### src/rtl/riscv_pkg.sv
// Shared RISC-V constants plus the state type of the register-file dump reader.
package riscv_pkg;

  localparam int XLEN = 32;

  localparam logic [4:0] X0       = 5'd0;
  localparam logic [4:0] LAST_REG = 5'd31;

  typedef enum logic [1:0] {
    IDLE = 2'd0,
    READ = 2'd1,
    SEND = 2'd2,
    DONE = 2'd3
  } dump_state_t;

endpackage : riscv_pkg

### src/rtl/rf_dump_reader_if.sv
// Control, register-file read port and word stream of the dump reader.
// master = the reader, slave = the register file / consumer side.
interface rf_dump_reader_if #(
  parameter int XLEN = riscv_pkg::XLEN
) ();

  logic            start;
  logic            abort;
  logic [4:0]      rf_addr;
  logic [XLEN-1:0] rf_data;
  logic            out_valid;
  logic            out_ready;
  logic [4:0]      out_idx;
  logic [XLEN-1:0] out_data;
  logic            out_last;
  logic            busy;
  logic            done;

  modport master (
    input  start, abort, rf_data, out_ready,
    output rf_addr, out_valid, out_idx, out_data, out_last, busy, done
  );

  modport slave (
    output start, abort, rf_data, out_ready,
    input  rf_addr, out_valid, out_idx, out_data, out_last, busy, done
  );

endinterface : rf_dump_reader_if

### src/rtl/rf_dump_reader.sv
// Streams the architectural register file out one word at a time through a
// valid/ready port, reading each register on a dedicated combinational read port.
module rf_dump_reader
  import riscv_pkg::*;
#(
  parameter int XLEN    = riscv_pkg::XLEN,
  parameter bit SKIP_X0 = 1'b0
) (
  input  logic               clk,
  input  logic               reset,
  rf_dump_reader_if.master   dump
);

  dump_state_t     state_q, state_d;
  logic [4:0]      idx_q, idx_d;
  logic [4:0]      out_idx_q, out_idx_d;
  logic [XLEN-1:0] out_data_q, out_data_d;
  logic            out_last_q, out_last_d;

  logic [4:0]      rf_addr;
  logic            out_valid;
  logic            busy;
  logic            done;

  always_comb begin
    state_d    = state_q;
    idx_d      = idx_q;
    out_idx_d  = out_idx_q;
    out_data_d = out_data_q;
    out_last_d = out_last_q;
    rf_addr    = X0;
    out_valid  = 1'b0;
    done       = 1'b0;
    busy       = (state_q != IDLE);

    case (state_q)
      IDLE: begin
        // A start coinciding with abort is treated as cancelled before it began.
        if (dump.start && !dump.abort) begin
          state_d = READ;
          idx_d   = SKIP_X0 ? 5'd1 : X0;
        end
      end

      READ: begin
        rf_addr = idx_q;
        if (dump.abort) begin
          state_d = IDLE;
        end else begin
          out_data_d = dump.rf_data;
          out_idx_d  = idx_q;
          out_last_d = (idx_q == LAST_REG);
          state_d    = SEND;
        end
      end

      SEND: begin
        out_valid = 1'b1;
        if (dump.abort) begin
          state_d = IDLE;
        end else if (dump.out_ready) begin
          // x31 is terminal, so the increment below never wraps.
          if (out_last_q) begin
            state_d = DONE;
          end else begin
            idx_d   = idx_q + 5'd1;
            state_d = READ;
          end
        end
      end

      DONE: begin
        done    = 1'b1;
        state_d = IDLE;
      end

      default: begin
        state_d = IDLE;
      end
    endcase
  end

  always_ff @(posedge clk) begin
    if (reset) begin
      state_q    <= IDLE;
      idx_q      <= X0;
      out_idx_q  <= X0;
      out_data_q <= '0;
      out_last_q <= 1'b0;
    end else begin
      state_q    <= state_d;
      idx_q      <= idx_d;
      out_idx_q  <= out_idx_d;
      out_data_q <= out_data_d;
      out_last_q <= out_last_d;
    end
  end

  assign dump.rf_addr   = rf_addr;
  assign dump.out_valid = out_valid;
  assign dump.out_idx   = out_idx_q;
  assign dump.out_data  = out_data_q;
  assign dump.out_last  = out_last_q;
  assign dump.busy      = busy;
  assign dump.done      = done;

endmodule : rf_dump_reader

### src/flat_wrapper.sv
// flat-port wrapper written by rule: the top's interface ports become plain ports
module rf_dump_reader_flat import riscv_pkg::*;
#(
  parameter int XLEN    = riscv_pkg::XLEN,
  parameter bit SKIP_X0 = 1'b0
)
  (clk, reset, dump_start, dump_abort, dump_rf_data, dump_out_ready, dump_rf_addr, dump_out_valid, dump_out_idx, dump_out_data, dump_out_last, dump_busy, dump_done);
  rf_dump_reader_if #(.XLEN(XLEN)) dump_i ();
  input  logic clk;
  input  logic reset;
  input wire logic [$bits(dump_i.start)-1:0] dump_start;
  input wire logic [$bits(dump_i.abort)-1:0] dump_abort;
  input wire logic [$bits(dump_i.rf_data)-1:0] dump_rf_data;
  input wire logic [$bits(dump_i.out_ready)-1:0] dump_out_ready;
  output wire logic [$bits(dump_i.rf_addr)-1:0] dump_rf_addr;
  output wire logic [$bits(dump_i.out_valid)-1:0] dump_out_valid;
  output wire logic [$bits(dump_i.out_idx)-1:0] dump_out_idx;
  output wire logic [$bits(dump_i.out_data)-1:0] dump_out_data;
  output wire logic [$bits(dump_i.out_last)-1:0] dump_out_last;
  output wire logic [$bits(dump_i.busy)-1:0] dump_busy;
  output wire logic [$bits(dump_i.done)-1:0] dump_done;
  assign dump_i.start = dump_start;
  assign dump_i.abort = dump_abort;
  assign dump_i.rf_data = dump_rf_data;
  assign dump_i.out_ready = dump_out_ready;
  assign dump_rf_addr = dump_i.rf_addr;
  assign dump_out_valid = dump_i.out_valid;
  assign dump_out_idx = dump_i.out_idx;
  assign dump_out_data = dump_i.out_data;
  assign dump_out_last = dump_i.out_last;
  assign dump_busy = dump_i.busy;
  assign dump_done = dump_i.done;
  rf_dump_reader #(.XLEN(XLEN), .SKIP_X0(SKIP_X0)) u_core (.clk(clk), .reset(reset), .dump(dump_i));
endmodule
### config.mk
export PLATFORM = sky130hd
export DESIGN_NAME = rf_dump_reader_flat
export DESIGN_NICKNAME = d
export VERILOG_FILES = /design/src/rtl/riscv_pkg.sv /design/src/rtl/rf_dump_reader_if.sv /design/src/rtl/rf_dump_reader.sv /design/src/flat_wrapper.sv
export SDC_FILE = /design/constraint.sdc
export NUM_CORES = 1
export LEC_CHECK = 0
export CORE_MARGIN = 8
export CORE_UTILIZATION = 43
export DETAILED_ROUTE_END_ITERATION = 7
export PLACE_DENSITY = 0.81
export SYNTH_ARGS = -nofsm -noshare
export SYNTH_HDL_FRONTEND = slang
export SYNTH_SLANG_ARGS = --single-unit
export TNS_END_PERCENT = 10
### constraint.sdc
create_clock -name clk -period 3.38 [get_ports clk]
set_input_delay 0.845 -clock clk [delete_from_list [all_inputs] [get_ports clk]]
set_output_delay 0.845 -clock clk [all_outputs]
set_load 0.1 [all_outputs]
==> results.md <==
- Worst Setup Slack post-DPL: around 0.74 ns
- Type of the worst setup path: reg -> out
- Endpoints failing setup: 0
- Max-cap violation count: 0
- Mapped Area: between 1500 and 2000 um^2
- Nets: between 300 and 400
- Final ANT Viol Nets: 0
- Vert. Die Dim: approximately 80 um
- Clk_lat worst skew: 0.28 ns
- Seq/Total Area, Yosys: 51.1%
- Cell taking the most area after synthesis: dfxtp_1
- Most frequent cell after synthesis: nand2_1
- VDD IR max: 293 uV
- Delay-heaviest family, CP: simple AND/OR/NAND/NOR gates
- CP required: around 2.5 ns
- DR iter-0 viols: 127
- Minimum clock period: 2.51 ns
- Met1 Track Usage GR: around 18%
- Syn nets: roughly 260
- I/O Buffers: between 80 and 90
- Syn_area_per_cell: between 8 and 9 um^2
- Post-synth top cells: nand2_1, dfxtp_1, a21oi_1, clkbuf_1, and2_1
- Number of synthesized flops with an enable pin: 0
- Setup crit end kind: output pin
- Buf/Inv on CP: 1
- Core ar.: ~4000 um^2
- Slowest CP cell: dfxtp_1
- Global-route wire length before repair: 7830 um
- Top-area cell type share of the netlist area: between 50% and 60%
- CTS root buf: clkbuf_8
- Total Power: about 1.1 mW
- Clk buf depth: 2
- DR vias: between 1500 and 2000
- RSZ-0062 raised after global routing: false
- Routed len/inst: approximately 14 um
- First drt pass iteration count: 5
- Reg2Reg Setup Slack: 1.58 ns
- Resized cells post-CTS: 0
- CP Cell Sequence: nor2b_1, and2_1, buf_4
- FF+latch count, synth: 45
- Grt total ovfl: 0
- Period utilisation layout: 74.1%
- Max Clk Rate: around 400 MHz
- DP HPWL: 3590 um
- Status: finished clean
- Routed WL: 4850 um
- Worst Setup Slack, final: between 0.8 and 0.9 ns
- Hold buffer count at cts: 0
- Clock H-tree levels: 2
- Hold_ws: approximately 0.46 ns
- Clock sink count: 45
- Vias/cell: approximately 5.0
- Data arrival, critical path: about 1.7 ns
- Die X: 80.0 um
- Grt peak-use layer: met2
- HP Class: reg -> reg
- Pwr dens: approximately 430 nW/um^2
- GR Layer Usage met2: between 20% and 30%
- Async S/R FF share, synth: 0%
- Drt drc: 0
- Io pins: slightly above 80
- Synth top area cells: dfxtp_1, nand2_1, a21oi_1, and2_1, clkbuf_1
- Largest stage delay, worst path: between 0.5 and 0.6 ns
- Area growth syn-to-layout: 48.2%
- Gpl congestion: between 0.7 and 0.8
- Max Slew Vio Count: 0
- Unique masters post-synth: 30
- Overall Global Routing Usage: between 10% and 20%
- Number of setup buffers added after CTS: 0
- Dominant synthesized flop cell: dfxtp_1
- Placement Rows: 23
- Share of cells above drive strength 1: approximately a fifth
- Leakage: 1.04 nW
- Hold Fails Final Rpt: 0
- Vias in the first global route: about 1700
- Largest net degree at the start of global routing: between 40 and 50
- Least-Margin Pin Slew: between 0.5 and 0.6 ns
- Initial antenna violation count: 0
- Die footprint: 6400 um^2
- CTS tree: done
- Met3 GRT Util: under 10%
- Type of origin of the critical path: flop
- Starting Density: between 40 and 50%
- Crit-path max FO: 11
- Setup TNS: 0 ns
- Skew final: 0.00199 ns
- Yosys warns: 0
- CTS buffer count: 5
- Slew margin rel.: between 60% and 70%
- Post-Synthesis Cells: between 200 and 250
- Ant diodes: 0
- Clock transition at the registers of the reported paths: about 0.080 ns
through the flow:
| stage | utilization (%) | instance area [um^2] | instances |
|---|---|---|---|
| after floorplan | - | 1760 | 220 |
| after CTS | 65.8 | 2610 | 349 |
| after detailed placement | 62.8 | 2490 | 341 |
| after global routing | 65.8 | 2610 | 349 |
| final | 65.8 | 2610 | 349 |
| after global placement | 62.8 | 2490 | 341 |
registers in the layout, summed over array words and instances, names as in the netlist:
name,cells
u_core.idx_q,5
u_core.dump.out_idx,5
u_core.dump.out_data,32
u_core.dump.out_last,1
u_core.state_q,2
power breakdown:
group / internal, mW / switching, mW / leakage [nW]
Clock: 0.241 / 0.167 / 0.0585
Combinational: 0.0585 / 0.0998 / 0.621
Sequential: 0.538 / 0.00626 / 0.364
Total: 0.838 / 0.273 / 1.04
area by class of cell:
type,instances,area [um^2]
fillers,360,1360
clock buffers,7,86.3
inverters,2,7.51
flip-flops and latches,45,901
repair buffers,86,736
clock inverters,1,30.0
well taps,50,62.6
multi-input cells,158,788
cell families after synthesis:
family / after synthesis / synth area share, %
adders and majority gates: 2 / 1.42
AOI/OAI and AO/OA: 45 / 14.0
muxes: 2 / 1.14
buffers and inverters: 17 / 4.40
DFF: 45 / 51.1
and+or+nand+nor: 109 / 27.9
worst min-delay path, stage by stage, from the launching register on:
cell and delay, ns:
dfxtp_1 0.31, nand2_1 0.05, a21oi_1 0.05
path summary, 6_finish.rpt:
kind                      startpoint                        to  cells after the start
max                u_core.state_q[0]           dump_rf_addr[3]                      3
min          u_core.dump.out_data[3]   u_core.dump.out_data[3]                      2
max reg2reg        u_core.state_q[0]  u_core.dump.out_data[18]                      4
min reg2reg  u_core.dump.out_data[3]   u_core.dump.out_data[3]                      2
layout by cell type, fill, tap and decap left out, types with 2 or more instances in the layout:
master	n
a21oi_1	40
and2_1	6
buf_4	50
clkbuf_8	6
clkdlybuf4s50_1	36
dfxtp_1	45
ha_1	2
inv_1	2
mux2i_1	2
nand2_1	83
nand2b_1	2
nand3_1	2
nor2b_1	3
nor3_1	2
layer usage:
metal,vias to the layer above,routed length [um]
met1,784,2100
met5,-,0
met3,2,506
met2,67,2220
met4,0,12
li1,875,-
(Power assumes the default switching activity.)
